<file path="config.mk">
export PLATFORM = sky130hd
export DESIGN_NAME = fetch_sequencer
export DESIGN_NICKNAME = d
export VERILOG_FILES = /design/src/rtl/fetch_pkg.sv /design/src/rtl/fetch_queue2.sv /design/src/rtl/fetch_sequencer.sv
export SDC_FILE = /design/constraint.sdc
export NUM_CORES = 1
export LEC_CHECK = 0
export CORE_UTILIZATION = 55
export CTS_CLUSTER_DIAMETER = 30
export DETAILED_ROUTE_END_ITERATION = 10
export PLACE_DENSITY = 0.92
export SYNTH_ARGS = -nofsm -noshare
export SYNTH_HDL_FRONTEND = slang
export SYNTH_SLANG_ARGS = --single-unit
</file>
<file path="constraint.sdc">
create_clock -name clk -period 5.9 [get_ports clk]
set_input_delay 1.18 -clock clk [delete_from_list [all_inputs] [get_ports clk]]
set_output_delay 1.18 -clock clk [all_outputs]
set_load 0.02 [all_outputs]
</file>
<file path="src/rtl/fetch_pkg.sv">
// ============================================================================
// Module  : fetch_pkg
// Purpose : Shared types and constants for the instruction-fetch path:
//           sequencer state encoding, data width, default halt encoding and
//           the {pc, instr} entry carried through the fetch queue.
// Ports   : none (package)
// Revision: 1.0 - initial release
// ============================================================================
`default_nettype none

package fetch_pkg;

    localparam int XLEN = 32;

    // Default encoding of the instruction that stops fetching.
    localparam logic [XLEN-1:0] DEFAULT_HALT_INSTR = 32'h0000_0073;

    typedef enum logic [1:0] {
        IDLE = 2'd0,
        RUN  = 2'd1,
        HALT = 2'd2
    } state_t;

    typedef struct packed {
        logic [XLEN-1:0] pc;
        logic [XLEN-1:0] instr;
    } fetch_entry_t;

endpackage : fetch_pkg

`default_nettype wire

</file>
<file path="src/rtl/fetch_queue2.sv">
// ============================================================================
// Module  : fetch_queue2
// Purpose : Two-entry synchronous FIFO of fetch entries.
// Ports   : clk          - rising-edge clock
//           reset        - asynchronous active-low reset
//           push_i       - enqueue push_entry_i (ignored when full w/o pop)
//           push_entry_i - entry to enqueue
//           pop_i        - dequeue head (ignored when empty)
//           flush_i      - discard all entries; wins over push and pop
//           count_o      - number of stored entries (0..2)
//           valid_o      - queue holds at least one entry
//           head_o       - oldest entry
// Revision: 1.0 - initial release
// ============================================================================
`default_nettype none

module fetch_queue2
    import fetch_pkg::*;
(
    input  logic         clk,
    input  logic         reset,
    input  logic         push_i,
    input  fetch_entry_t push_entry_i,
    input  logic         pop_i,
    input  logic         flush_i,
    output logic [1:0]   count_o,
    output logic         valid_o,
    output fetch_entry_t head_o
);

    fetch_entry_t mem_q [2];
    logic [1:0]   count_q, count_d;
    logic         rd_ptr_q, rd_ptr_d;
    logic         wr_ptr_q, wr_ptr_d;
    logic         do_push, do_pop;

    always_comb begin
        do_pop   = pop_i && (count_q != 2'd0);
        // A full queue still accepts a push when the head leaves this cycle.
        do_push  = push_i && ((count_q != 2'd2) || do_pop) && !flush_i;
        count_d  = count_q + {1'b0, do_push} - {1'b0, do_pop};
        rd_ptr_d = rd_ptr_q ^ do_pop;
        wr_ptr_d = wr_ptr_q ^ do_push;
        if (flush_i) begin
            count_d  = 2'd0;
            rd_ptr_d = 1'b0;
            wr_ptr_d = 1'b0;
        end
    end

    always_ff @(posedge clk or negedge reset) begin
        if (!reset) begin
            count_q  <= 2'd0;
            rd_ptr_q <= 1'b0;
            wr_ptr_q <= 1'b0;
            mem_q[0] <= '0;
            mem_q[1] <= '0;
        end else begin
            count_q  <= count_d;
            rd_ptr_q <= rd_ptr_d;
            wr_ptr_q <= wr_ptr_d;
            if (do_push) begin
                mem_q[wr_ptr_q] <= push_entry_i;
            end
        end
    end

    assign count_o = count_q;
    assign valid_o = (count_q != 2'd0);
    assign head_o  = mem_q[rd_ptr_q];

endmodule : fetch_queue2

`default_nettype wire

</file>
<file path="src/rtl/fetch_sequencer.sv">
// ============================================================================
// Module  : fetch_sequencer
// Purpose : Instruction-fetch control. Owns the PC, addresses a 16-word
//           combinational instruction memory, and buffers {pc, instr}
//           pairs toward decode through a 2-entry valid/ready queue.
//           Handles start, redirect with flush, and halt on HALT_INSTR.
// Ports   : clk            - rising-edge clock
//           reset          - asynchronous active-low reset
//           start          - pulse: leave IDLE and begin fetching
//           imem_addr      - word address = fetch_pc[MEM_AW+1:2]
//           imem_rdata     - instruction for imem_addr, same cycle
//           fetch_pc       - current PC register
//           out_valid      - queue head valid
//           out_ready      - decode accepts head
//           out_instr      - head instruction
//           out_pc         - head byte address
//           redirect_valid - redirect request (any state)
//           redirect_pc    - redirect target byte address
//           halted         - high in HALT state
// Revision: 1.0 - initial release
// ============================================================================
`default_nettype none

module fetch_sequencer
    import fetch_pkg::*;
#(
    parameter logic [31:0] RESET_PC   = 32'h0000_0000,
    parameter int          MEM_AW     = 4,
    parameter logic [31:0] HALT_INSTR = DEFAULT_HALT_INSTR
) (
    input  logic              clk,
    input  logic              reset,
    input  logic              start,
    output logic [MEM_AW-1:0] imem_addr,
    input  logic [31:0]       imem_rdata,
    output logic [31:0]       fetch_pc,
    output logic              out_valid,
    input  logic              out_ready,
    output logic [31:0]       out_instr,
    output logic [31:0]       out_pc,
    input  logic              redirect_valid,
    input  logic [31:0]       redirect_pc,
    output logic              halted
);

    state_t       state_q, state_d;
    logic [31:0]  pc_q, pc_d;
    logic         push, pop;
    logic [1:0]   count;
    fetch_entry_t push_entry, head;

    assign pop = out_valid && out_ready;

    always_comb begin
        state_d = state_q;
        pc_d    = pc_q;
        push    = 1'b0;
        if (redirect_valid) begin
            // Redirect beats everything; an IDLE sequencer only takes the PC.
            pc_d    = redirect_pc & ~32'h0000_0003;
            state_d = (state_q == IDLE) ? IDLE : RUN;
        end else begin
            unique case (state_q)
                IDLE: begin
                    if (start) begin
                        state_d = RUN;
                    end
                end
                RUN: begin
                    if ((count != 2'd2) || pop) begin
                        push = 1'b1;
                        pc_d = pc_q + 32'd4;
                        if (imem_rdata == HALT_INSTR) begin
                            state_d = HALT;
                        end
                    end
                end
                HALT: begin
                    state_d = HALT;
                end
                default: begin
                    state_d = IDLE;
                end
            endcase
        end
    end

    always_ff @(posedge clk or negedge reset) begin
        if (!reset) begin
            state_q <= IDLE;
            pc_q    <= RESET_PC;
        end else begin
            state_q <= state_d;
            pc_q    <= pc_d;
        end
    end

    assign push_entry.pc    = pc_q;
    assign push_entry.instr = imem_rdata;

    fetch_queue2 u_queue (
        .clk          (clk),
        .reset        (reset),
        .push_i       (push),
        .push_entry_i (push_entry),
        .pop_i        (pop),
        .flush_i      (redirect_valid),
        .count_o      (count),
        .valid_o      (out_valid),
        .head_o       (head)
    );

    assign imem_addr = pc_q[MEM_AW+1:2];
    assign fetch_pc  = pc_q;
    assign out_instr = head.instr;
    assign out_pc    = head.pc;
    assign halted    = (state_q == HALT);

endmodule : fetch_sequencer

`default_nettype wire

</file>
### Yosys cells after proc, flatten, opt, wreduce, memory -nomap -nowiden

Cells that the tools add are included.

| word-level totals | value |
|---|---|
| register bits | 166 |
| bits of input ports | 69 |
| word-level logic and storage cells | 61 |
| output and inout port bits | 102 |

| cells by class | value |
|---|---|
| equal/unequal tests | 7 |
| bitwise logic cells | 4 |
| $lt $le $gt $ge | 3 |
| multiplexer cells | 21 |
| add/subtract/negate cells | 3 |
| reductions and logical operators | 14 |

Operators by type and width:

| cell | number |
|---|---|
| 64-bit 2-to-1 mux | 4 |
| 128-bit bitwise mux | 1 |
| 32-bit 2-to-1 mux | 3 |
| 64-bit demux with 1-bit select | 1 |
| 32-bit by 3-bit adder with 32-bit output (second input constant) | 1 |
| 32-bit by 7-bit == test with 1-bit output (second input constant) | 1 |
| 2-bit 2-to-1 mux | 5 |
| 3-bit != test (second input constant) | 3 |
| 1-bit 2-to-1 mux | 6 |
| 2-bit one-hot mux with 3 select lines | 1 |
| 2-bit nonzero test | 3 |
| 1-bit logical AND | 5 |
| 2-bit greater-or-equal comparator (second input constant) | 2 |
| 1-bit inverter with 2-bit output | 2 |
| 3-bit AND reduction | 1 |
| 2-bit by 1-bit adder with 2-bit output | 1 |
| 2-bit by 1-bit == test with 1-bit output (second input constant) | 1 |
| 2-bit == test (second input constant) | 1 |
| 2-bit logical NOT | 1 |
| 1-bit logical OR | 2 |
| 2-bit by 1-bit less-than comparator with 1-bit output (second input constant) | 1 |
| 2-bit != test (second input constant) | 1 |
| 2-bit AND reduction | 1 |
| 2-bit by 1-bit subtractor with 2-bit output | 1 |
| 2 further kinds | 3 |

### Logic depth before layout (Yosys ltp)

Gate-level depths: netlist of the first run.

| logic depth | value |
|---|---|
| word-level depth | 11 |
| gate-level depth with buffers | 8 |
| gate-level depth less buffers | 8 |

### By module

From an unflattened synthesis of the first run, not the netlist that was laid out.

| second synthesis, totals | value |
|---|---|
| cells, all modules | 596 |
| area, all modules | 7,851.3 µm² |

By module, submodules not included:

| module | cells an instance | times used | area an instance (µm²) | sequential area each (µm²) |
|---|---|---|---|---|
| fetch_queue2 | 364 | 1 | 5,836.8 | 3,303.2 |
| fetch_sequencer | 232 | 1 | 2,014.4 | 800.8 |

### Worst setup path before layout of the first run

OpenSTA, ideal clock, no wires.

| timing | value |
|---|---|
| path type | in2reg |
| from | input redirect_valid |
| to | register u_queue.mem_q[0] (netlist bit) |
| buffers on the path | 4 |
| slack | 2.900 ns |
| arrival | 2.875 ns |
| required time | 5.775 ns |
| cell stages on the path | 7 |
| library setup time | 0.125 ns |
| cell sequence | clkbuf_1 > buf_1 > nor2_1 > ha_1 > clkbuf_1 > clkbuf_1 > mux2_2 |

| between the ends | value |
|---|---|
| longest elaborated chain between the ends | 3 |
| elaborated cells between the ends (all ways) | 4 |
| those cells by class | mux: 1; reduce/logical: 3 |

RTL lines:

| element | RTL line | text |
|---|---|---|
| start, declared | fetch_sequencer.sv:41 | `input logic redirect_valid,` |
| 1-bit 2-to-1 mux | fetch_sequencer.sv:58 | `if (redirect_valid) begin` |
| 1-bit logical AND | fetch_queue2.sv:40 | `do_push = push_i && ((count_q != 2'd2) \|\| do_pop) && !flush_i;` |
| 1-bit logical AND * | fetch_queue2.sv:40 |  |
| end signal, assigned by index | fetch_queue2.sv:63 | `mem_q[wr_ptr_q] <= push_entry_i;` |
| end, declared | fetch_queue2.sv:31 | `fetch_entry_t mem_q [2];` |

Mark *: on every way between the ends. The rest lies on a longest branch, timed or not.
A chain may end at the register's enable or synchronous reset.

### Final worst setup path of the first run

| timing | value |
|---|---|
| from | register u_queue.rd_ptr_q |
| to | output out_instr[30] |

| between the ends | value |
|---|---|
| longest elaborated chain between the ends | 4 |

RTL lines:

| element | RTL line | text |
|---|---|---|
| start, declared | fetch_queue2.sv:33 | `logic rd_ptr_q, rd_ptr_d;` |
| start signal, assigned | fetch_queue2.sv:60 | `rd_ptr_q <= rd_ptr_d;` |
| 1-bit inverter with 2-bit output (not written as such) | fetch_queue2.sv:70 | `assign head_o = mem_q[rd_ptr_q];` |
| 64-bit 2-to-1 mux (not written as such) (3 in a row) | fetch_queue2.sv:70 |  |
| end, declared | fetch_sequencer.sv:39 | `output logic [31:0] out_instr,` |

Every way passes these cells. The select of a mux whose other input is x is not followed.

==> run_results.csv, run 1 <==
group,metric,value,unit
global_routing,grt_pass1_vias,5871,
worst_setup_path,crit_family,"flip-flops",
power_and_ir_drop,power_frac_seq,35.4,%
drt,drtAntennaViolNets,0,
finish,syn2layout_area_growth,29.8,%
finish,fill_cells,839,
synth,yosysMostFrequentCell,"mux2_2",
power_and_ir_drop,p_switching,1.77,mW
clock_tree,cts_buffers,17,
worst_setup_path,end_kind,"output port",
timing,slew_violations,0,
clock_tree,postCtsHoldBufs,0,
worst_setup_path,startpoint,"u_queue.rd_ptr_q$_DFF_PN0_",
global_routing,grt_max_degree,112,
finish,num_antenna_cells,0,
power_and_ir_drop,pwr-share-clk,20.3,%
clock_tree,cts_setup_buffers,0,
synth,synthTopCellsByCount,"mux2_2 (186), dfrtp_1 (160), clkbuf_1 (29)",
clock_tree,clkLatencyLatePin,0.43,ns
timing,fin_hold_ws,0.503,ns
worst_setup_path,cp.required,4.72,ns
synth,ys_seq_area_share,52.3,%
power_and_ir_drop,comb_power_share,44.3,%
timing,timing.final.crit_share,70.1,%
synth,synth.ff_latch_count,160,
drt,first_iter_violations,507,
clock_tree,ctsResizeCount,0,
clock_tree,cts_root_buf,"clkbuf_16",
synth,ys_types,46,
timing,setup_slack,1.76,ns
timing,final.setup.tns,0,ns
drt,viasPerCell,5.94,
worst_setup_path,cp_max_fo,44,
floorplan,die_y,120,um
synth,synthTopCellsByArea,"dfrtp_1 (52%), mux2_2 (27%), or4_1 (1.7%)",
synth,synth_area_leader_cell,"dfrtp_1",
run,drv_cap,0,
worst_setup_path,criticalPathCategory,"reg2out",
synth,yosysTopAreaCellShare,52.3,%
timing,fmax,242,MHz
power_and_ir_drop,power,5.31,mW
worst_setup_path,slowest_stage,"dfrtp_2",
worst_setup_path,arrival,2.96,ns
clock_tree,clk_pin_slew,0.06,ns
drt,drt_first_pass_iters,5,
timing,setup_viol_count_final,0,
finish,seqCellArea,4010,um2
timing,max_slew.worst_pin.slew,1.24,ns
min_path,min_path_type,"reg2reg",
drt,drc,0,
finish,drive_above_1_share,29.3,%
global_routing,grt_pass1_wl,29.9,mm
drt,vias,5559,
worst_setup_path,cpPeakStageDelay,1.13,ns
synth,synthCells,606,
synth,synth_flop_cell,"dfrtp_1",
power_and_ir_drop,internal-power,3.54,mW
synth,synth_area,7650,um2
synth,yosys_warnings,0,
floorplan,rows,42,
global_routing,overflow,0,
floorplan,die_x,120,um
global_routing,grt_antenna_before_repair,0,
worst_setup_path,path_cells,"buf_4 -> mux2_2 -> clkdlybuf4s50_1",
finish,final_util,74.2,%
clock_tree,htreeDepth,4,
clock_tree,cts_tree,"built",
timing,slew_headroom,17.3,%
power_and_ir_drop,powerDensity,534,nW/um2
synth,synth_edf_count,0,
power_and_ir_drop,p_leak,3.99,nW
timing,clock_skew,0.00669,ns
synth,async_reset_ff_share,100,%
timing,rsz0062_at_grt,"false",
worst_setup_path,timing.rr.start,"state_q[1]$_DFFE_PN0P_",
placement,globalplace.congestion,0.770,
floorplan,die-area,14400,um2
drt,wl,18.3,mm
clock_tree,clockBufferDepth,2,
drt,routedWlPerCell,19.5,um
placement,dpl.hpwl,12.1,mm
placement,dp_slack,2.15,ns
power_and_ir_drop,sw_frac_of_total,33.3,%
synth,synth_area_per_cell,12.6,um2
timing,fin_crit,4.14,ns
global_routing,track_usage,27.0,%
timing,hold_viol,0,
power_and_ir_drop,ir_worst_vdd,0.000375,V
finish,nNetsFinal,826,
placement,port_buffers,164,
min_path,hold_path_startpoint,"u_queue.mem_q[101]$_DFFE_PN0P_",
floorplan,io_pins,171,
finish,multiInputGateArea,3430,um2
status,outcome,"finished, final reports clean",
clock_tree,numClockSinks,160,
worst_setup_path,start_kind,"flop",
floorplan,initial_utilization,57.1,%
floorplan,core,13400,um2
worst_setup_path,critPathBufInv,2,
## final timing paths
| check | end | slack (ns) | depth (start not counted) |
|---|---|---|---|
| max in group asynchronous | u_queue.mem_q[114]$_DFFE_PN0P_ | 3.81 | 2 |
| setup / recovery | out_instr[30] | 1.76 | 3 |
| min in group asynchronous | u_queue.mem_q[112]$_DFFE_PN0P_ | 0.89 | 1 |
| hold / removal | u_queue.mem_q[101]$_DFFE_PN0P_ | 0.50 | 1 |
| setup reg to reg | u_queue.mem_q[35]$_DFFE_PN0P_ | 3.18 | 6 |
| hold reg to reg | u_queue.mem_q[101]$_DFFE_PN0P_ | 0.50 | 1 |
## layer usage
metal	up-vias	part of all wire (%)	wire, um	GRT usage [%]
li1	2496	-	-	-
met1	2847	42	7590	33.7
met2	187	52	9530	46.2
met3	29	4.4	809	5.70
met4	0	1.9	356	9.53
met5	-	0	0	0
## cell usage in the layout, fill, tap and decap left out, types with 11 or more instances in the layout
cell type | Yosys | layout
clkdlybuf4s50_1 | 0 | 163
dfrtp_1 | 160 | 159
xnor2_1 | 12 | 12
a31oi_1 | 15 | 15
o31ai_1 | 15 | 15
nand3_1 | 11 | 11
nand2_1 | 22 | 22
clkbuf_16 | 0 | 17
nor2_1 | 22 | 22
mux2_2 | 186 | 186
or4_1 | 17 | 17
o21ai_0 | 15 | 15
## stage by stage
step	cell area, um2	instances
2_1_floorplan	7670	609
3_3_place_gp	9370	906
3_5_place_dp	9370	906
4_1_cts	9940	936
5_1_grt	9940	936
6_report	9940	936
## area by class of cell
| class | instances | area share, % |
|---|---|---|
| clock buffer | 24 | 4.65 |
| clock inverter | 6 | 1.10 |
| inverter | 11 | 0.416 |
| multi-input combinational | 392 | 34.6 |
| sequential | 160 | 40.3 |
| tap | 176 | 2.22 |
| timing repair buffer | 167 | 16.8 |
## sequential cells by signal, indices dropped and copies added, names as in the netlist
signal	count
u_queue.mem_q	124
u_queue.count_o	2
state_q	2
u_queue.rd_ptr_q	1
u_queue.wr_ptr_q	1
fetch_pc	30
## worst reg2reg max path: cells and delay by family (launching register included)
family | cells | cell delay (ns)
multiplexers | 1 | 0.52
adder cells (fa/ha/maj) | 2 | 1.08
AND/OR/NAND/NOR | 2 | 0.51
flip-flops | 1 | 0.39
buffers and inverters | 1 | 0.11
## cell families (layout without fill, tap and decap cells)
group | count (synthesis) | count (layout) | share of synthesized area, %
AND/OR/NAND/NOR | 124 | 124 | 9.23
other | 1 | 4 | 0.0490
AO/OA/AOI/OAI | 55 | 55 | 4.71
XOR/XNOR | 14 | 14 | 1.60
buffers and inverters | 57 | 208 | 3.30
adder cells (fa/ha/maj) | 8 | 8 | 1.31
flip-flops | 160 | 160 | 52.3
multiplexers | 187 | 187 | 27.5
## power groups by stage
stage | Combinational [mW] | Sequential [mW] | Clock (mW)
finish | 2.35 | 1.88 | 1.08
global route | 2.49 | 1.94 | 1.14
CTS | 2.37 | 1.87 | 1.09
detailed placement | 2.35 | 1.88 | 0
global placement | 2.28 | 1.82 | 0
floorplan | 1.48 | 1.77 | 0
No activity file was read; power rests on OpenSTA's default activity.
==> inputs of run 2 (changes only) <==
--- a/config.mk
+++ b/config.mk
@@ -5,10 +5,10 @@
 export SDC_FILE = /design/constraint.sdc
 export NUM_CORES = 1
 export LEC_CHECK = 0
-export CORE_UTILIZATION = 55
+export CORE_UTILIZATION = 46
 export CTS_CLUSTER_DIAMETER = 30
 export DETAILED_ROUTE_END_ITERATION = 10
-export PLACE_DENSITY = 0.92
+export PLACE_DENSITY = 0.83
 export SYNTH_ARGS = -nofsm -noshare
 export SYNTH_HDL_FRONTEND = slang
 export SYNTH_SLANG_ARGS = --single-unit
==> constraint.sdc (replaced) <==
create_clock -name clk -period 3.8 [get_ports clk]
set_input_delay 0.76 -clock clk [delete_from_list [all_inputs] [get_ports clk]]
set_output_delay 0.76 -clock clk [all_outputs]
set_load 0.02 [all_outputs]
==> run 2 against run 1 <==
  * Final cell count up 5.3%
  * Hold slack is essentially flat
  * Core utilization decreased by 11 points
  * Routed wire length grew 0.29%
  * Setup slack got worse by 1.0 ns
  * Critical path depth did not move
  * Non-clock buffer count grew 8
  * Count of clock-buffer cells in the layout down 4
  * Register-to-register slack worse by 1.9 ns
  * Largest power group unchanged
  * Highest routed layer unchanged
==> run_results.csv, run 2 (synthesis results as in run 1) <==
group,metric,value,unit
worst_setup_path,regToRegEndpoint,"u_queue.mem_q[111]$_DFFE_PN0P_",
worst_setup_path,reg2reg_depth,7,
worst_setup_path,crit_family,"buffers and inverters",
finish,seqCellArea,4010,um2
clock_tree,cts_buffers,17,
timing,hold_viol,0,
worst_setup_path,critPathBufInv,2,
clock_tree,clkLatencyLatePin,0.42,ns
timing,setup_viol_count_final,0,
clock_tree,cts_root_buf,"clkbuf_16",
placement,dpl.hpwl,12.7,mm
drt,drt_first_pass_iters,6,
timing,max_slew.worst_pin.slew,1.09,ns
run,drv_cap,0,
clock_tree,clk_pin_slew,0.06,ns
drt,vias,5484,
floorplan,rows,46,
worst_setup_path,r2r_setup_slack,1.28,ns
status,outcome,"finished, final reports clean",
min_path,hold_path_startpoint,"u_queue.mem_q[57]$_DFFE_PN0P_",
worst_setup_path,cpPeakStageDelay,0.65,ns
worst_setup_path,timing.rr.start,"state_q[1]$_DFFE_PN0P_",
floorplan,initial_utilization,47.7,%
timing,fin_crit,3.08,ns
drt,routedWlPerCell,18.6,um
clock_tree,numClockSinks,160,
finish,nNetsFinal,834,
min_path,min_path_type,"reg2reg",
min_path,worst_hold_path.endpoint,"u_queue.mem_q[57]$_DFFE_PN0P_",
worst_setup_path,cp.required,3.04,ns
finish,largest_register_ffs,124,
power_and_ir_drop,ir_worst_vdd,0.000438,V
clock_tree,clockBufferDepth,2,
global_routing,grt_pass1_wl,29.3,mm
clock_tree,cts_setup_buffers,0,
finish,top_register,"u_queue.mem_q",
timing,rsz0062_at_grt,"false",
power_and_ir_drop,powerDensity,832,nW/um2
floorplan,core,16100,um2
finish,num_antenna_cells,0,
clock_tree,cts_tree,"built",
floorplan,die_x,131,um
global_routing,track_usage,22.6,%
clock_tree,htreeDepth,4,
worst_setup_path,criticalPathCategory,"reg2out",
worst_setup_path,path_cells,"buf_4 -> mux2_2 -> clkdlybuf4s50_1",
finish,final_common_cell,"mux2_2",
drt,wl,18.3,mm
timing,timing.final.crit_share,81.1,%
clock_tree,postCtsHoldBufs,0,
timing,final.setup.tns,0,ns
timing,clock_skew,0.00760,ns
finish,final_cell_mix,"mux2_2 (186), clkdlybuf4s50_1 (163), dfrtp_1 (159), nand2_1 (22), nor2_1 (22)",
global_routing,grt_pass1_vias,5702,
timing,fmax,325,MHz
clock_tree,ctsResizeCount,0,
timing,slew_headroom,27.3,%
floorplan,die-area,17200,um2
finish,multiInputGateArea,3430,um2
power_and_ir_drop,p_leak,4.08,nW
drt,drc,0,
drt,first_iter_violations,315,
floorplan,die_y,131,um
worst_setup_path,arrival,2.32,ns
min_path,hold_path_depth,1,
global_routing,overflow,0,
finish,final_util,63.3,%
finish,drive_above_1_share,31.0,%
worst_setup_path,end_kind,"output port",
finish,syn2layout_area_growth,32.8,%
placement,port_buffers,164,
global_routing,grt_antenna_before_repair,0,
placement,globalplace.congestion,0.768,
worst_setup_path,start_kind,"flop",
worst_setup_path,cp_max_fo,17,
drt,viasPerCell,5.56,
floorplan,io_pins,171,
global_routing,grt_max_degree,124,
worst_setup_path,slowest_stage,"dfrtp_2",
finish,fill_cells,1150,
timing,slew_violations,0,
drt,drtAntennaViolNets,0,
run 2: cell types whose count changed in the layout (fill, tap and decap cells not counted):
cell,change
buf_12,+3
buf_4,+5
bufinv_16,+1
clkbuf_1,-6
clkbuf_8,+2
clkinv_4,+3
clkinvlp_4,+1
inv_6,+1
run 2: how the worst max path moves through the flow:
stage,start,end,slack [ns],cells after the start
6_report,u_queue.rd_ptr_q$_DFF_PN0_,out_pc[26],0.72,3
5_1_grt,u_queue.rd_ptr_q$_DFF_PN0_,out_instr[24],0.64,3
3_5_place_dp,out_ready,u_queue.mem_q[54]$_DFFE_PN0P_,0.66,7
4_1_cts,u_queue.rd_ptr_q$_DFF_PN0_,out_pc[30],0.68,3
3_3_place_gp,out_ready,u_queue.mem_q[55]$_DFFE_PN0P_,0.73,7
2_1_floorplan,redirect_valid,u_queue.mem_q[0]$_DFFE_PN0P_,1.22,7
run 2: metrics by stage:
stage | hold WS, ns | std cells | setup slack, ns | instance area (um2) | total power [mW]
2_1_floorplan | 0.464 | 609 | 1.22 | 7670 | 5.04
3_3_place_gp | 0.483 | 954 | 0.728 | 9510 | 6.43
3_5_place_dp | 0.490 | 954 | 0.662 | 9510 | 6.64
4_1_cts | 0.504 | 986 | 0.684 | 10200 | 8.53
5_1_grt | 0.512 | 986 | 0.637 | 10200 | 8.88
6_report | 0.503 | 986 | 0.719 | 10200 | 8.45
run 2: area by class of cell:
type	count	share of cell area, %
inverters	11	0.406
repair buffers	175	17.3
clock inverters	12	1.79
well taps	216	2.66
flip-flops and latches	160	39.4
clock buffers	20	4.59
multi-input cells	392	33.8
run 2: worst reg2reg max path: stages, from the launching register on:
cell and delay [ns]:
dfrtp_1 0.38, inv_1 0.11, ha_1 0.29, nand2_1 0.17, nor2_1 0.35, ha_4 0.39
buf_4 0.34, mux2_2 0.38
run 2: where the power goes:
| group | leakage (nW) | internal [mW] | switching, mW | total [mW] |
|---|---|---|---|---|
| Sequential | 1.92 | 2.41 | 0.440 | 2.85 |
| Clock | 0.317 | 1.16 | 0.700 | 1.86 |
| Combinational | 1.84 | 2.07 | 1.67 | 3.74 |
run 2: metal layers:
| metal | track usage [%] | share of wire [%] | vias to the layer above |
|---|---|---|---|
| li1 | - | - | 2511 |
| met1 | 27.4 | 42 | 2776 |
| met2 | 39.4 | 52 | 169 |
| met3 | 4.07 | 4.7 | 28 |
| met4 | 9.60 | 1.9 | 0 |
| met5 | 0 | 0 | - |
==> inputs of run 3 (changes only) <==
--- a/config.mk
+++ b/config.mk
@@ -5,10 +5,10 @@
 export SDC_FILE = /design/constraint.sdc
 export NUM_CORES = 1
 export LEC_CHECK = 0
-export CORE_UTILIZATION = 46
+export CORE_UTILIZATION = 51
 export CTS_CLUSTER_DIAMETER = 30
 export DETAILED_ROUTE_END_ITERATION = 10
-export PLACE_DENSITY = 0.83
+export PLACE_DENSITY = 0.87
 export SYNTH_ARGS = -nofsm -noshare
 export SYNTH_HDL_FRONTEND = slang
 export SYNTH_SLANG_ARGS = --single-unit
==> constraint.sdc (replaced) <==
create_clock -name clk -period 3.05 [get_ports clk]
set_input_delay 0.61 -clock clk [delete_from_list [all_inputs] [get_ports clk]]
set_output_delay 0.61 -clock clk [all_outputs]
set_load 0.02 [all_outputs]
==> run 3 against run 2 <==
  * Sequential share of layout area rose by 0.56 points
  * Register-to-register slack got worse by 0.69 ns
  * Power rose by 22%
  * Clock power rose by 14%
  * Sequential cell count did not move
  * Routed wire length fell by 1.0%
  * Design area fell by 1.4%
  * Non-clock buffer count did not move
  * Largest power group unchanged
==> run_results.csv, run 3 (synthesis results as in run 1) <==
group,metric,value,unit
timing,fin_crit,2.79,ns
clock_tree,cts_buffers,17,
min_path,min_path_type,"in2async",
placement,port_buffers,164,
floorplan,io_pins,171,
clock_tree,ctsResizeCount,0,
drt,vias,5578,
clock_tree,numClockSinks,160,
worst_setup_path,cp.required,2.44,ns
clock_tree,clk_pin_slew,0.06,ns
finish,syn2layout_area_growth,30.9,%
worst_setup_path,cpPeakStageDelay,0.55,ns
finish,largest_register_ffs,124,
clock_tree,postCtsHoldBufs,0,
drt,wl_met1,7.46,mm
drt,drt_first_pass_iters,4,
placement,globalplace.congestion,0.790,
global_routing,grt_antenna_before_repair,0,
worst_setup_path,arrival,2.18,ns
worst_setup_path,end_kind,"output port",
finish,final_cell_mix,"mux2_2 (186), clkdlybuf4s50_1 (163), dfrtp_1 (159), nand2_1 (22), nor2_1 (22)",
placement,dpl.hpwl,12.5,mm
clock_tree,cts_root_buf,"clkbuf_16",
worst_setup_path,start_kind,"flop",
status,outcome,"finished, final reports clean",
timing,final.setup.tns,0,ns
global_routing,grt_pass1_vias,5864,
clock_tree,cts_tree,"built",
timing,max_slew.worst_pin.slew,0.711,ns
placement,dp_slack,0.181,ns
finish,fin_area,10000,um2
clock_tree,cts_setup_buffers,0,
timing,setup_viol_count_final,0,
worst_setup_path,regToRegEndpoint,"fetch_pc[28]$_DFFE_PN0N_",
floorplan,initial_utilization,52.5,%
worst_setup_path,slowest_stage,"clkdlybuf4s50_1",
floorplan,die_y,125,um
drt,wl_met2,9.19,mm
worst_setup_path,path_cells,"buf_4 -> mux2_2 -> clkdlybuf4s50_1",
timing,timing.final.crit_share,91.5,%
floorplan,rows,44,
drt,routedWlPerCell,19.0,um
floorplan,core,14600,um2
clock_tree,clkLatencyLatePin,0.42,ns
finish,top_register,"u_queue.mem_q",
clock_tree,clockBufferDepth,2,
run,drv_cap,0,
drt,routed.top_layer,"met4",
power_and_ir_drop,internal-power,6.86,mW
power_and_ir_drop,p_switching,3.41,mW
drt,wl,18.2,mm
timing,fmax,358,MHz
power_and_ir_drop,sw_frac_of_total,33.2,%
floorplan,die_x,125,um
worst_setup_path,cp_max_fo,33,
finish,final_common_cell,"mux2_2",
power_and_ir_drop,powerDensity,1020,nW/um2
timing,clock_skew,0.00693,ns
power_and_ir_drop,p_leak,4.03,nW
timing,slew_violations,0,
global_routing,track_usage,24.5,%
floorplan,die-area,15500,um2
power_and_ir_drop,power_frac_seq,34.4,%
timing,slew_headroom,52.6,%
timing,rsz0062_at_grt,"false",
drt,first_iter_violations,396,
timing,setup_slack,0.260,ns
power_and_ir_drop,pwr-share-clk,20.6,%
power_and_ir_drop,comb_power_share,45.0,%
timing,hold_viol,0,
clock_tree,htreeDepth,4,
global_routing,grt_max_degree,76,
finish,num_antenna_cells,0,
worst_setup_path,reg2reg_depth,6,
drt,drtAntennaViolNets,0,
drt,wl_met3,946,um
global_routing,grt_pass1_wl,30.0,mm
global_routing,overflow,0,
drt,viasPerCell,5.85,
timing,fin_hold_ws,0.186,ns
finish,nNetsFinal,834,
worst_setup_path,r2r_setup_slack,0.59,ns
worst_setup_path,timing.rr.start,"state_q[1]$_DFFE_PN0P_",
finish,drive_above_1_share,30.5,%
worst_setup_path,criticalPathCategory,"reg2out",
power_and_ir_drop,ir_worst_vdd,0.000555,V
drt,drc,0,
placement,place_area,9430,um2
[run 3: power groups by stage]
| stage | Clock (mW) | Sequential, mW | Combinational (mW) |
|---|---|---|---|
| floorplan | 0 | 3.42 | 2.86 |
| global placement | 0 | 3.44 | 4.49 |
| detailed placement | 0 | 3.55 | 4.63 |
| CTS | 2.16 | 3.52 | 4.67 |
| global route | 2.25 | 3.64 | 4.91 |
| finish | 2.12 | 3.53 | 4.62 |
[run 3: worst max-delay path, delay by kind of cell (launching register included)]
kind	cells	cell delay, ns
flip-flops	1	0.35
multiplexers	1	0.40
buffers and inverters	2	0.99
[run 3: how the worst max path moves through the flow]
| stage | end | startpoint | slack, ns |
|---|---|---|---|
| after global placement | fetch_pc[28]$_DFFE_PN0N_ | out_ready | 0.29 |
| final | out_pc[12] | u_queue.rd_ptr_q$_DFF_PN0_ | 0.26 |
| after global routing | out_instr[24] | u_queue.rd_ptr_q$_DFF_PN0_ | 0.17 |
| after CTS | out_instr[24] | u_queue.rd_ptr_q$_DFF_PN0_ | 0.23 |
| after floorplan | u_queue.mem_q[0]$_DFFE_PN0P_ | redirect_valid | 0.62 |
| after detailed placement | u_queue.mem_q[6]$_DFFE_PN0P_ | out_ready | 0.18 |
[run 3: final cells by class]
cell class	count	area, um2
inverter	11	41.3
clock buffer	22	454
timing repair buffer	175	1740
tap	184	230
multi-input combinational	392	3410
clock inverter	10	136
sequential	160	4010
fill	1015	4570
[run 3: routing by layer]
| metal | global-route usage, % | vias to the layer above |
|---|---|---|
| met4 | 11.1 | 0 |
| met2 | 41.5 | 191 |
| li1 | - | 2510 |
| met3 | 5.88 | 41 |
| met5 | 0 | - |
| met1 | 29.6 | 2836 |
[run 3: metrics by stage]
step           util, %  power [mW]  instances
2_1_floorplan        -        6.29        609
3_3_place_gp      64.6        7.94        922
3_5_place_dp      64.6        8.18        922
4_1_cts           68.7        10.4        954
5_1_grt           68.7        10.8        954
6_report          68.7        10.3        954
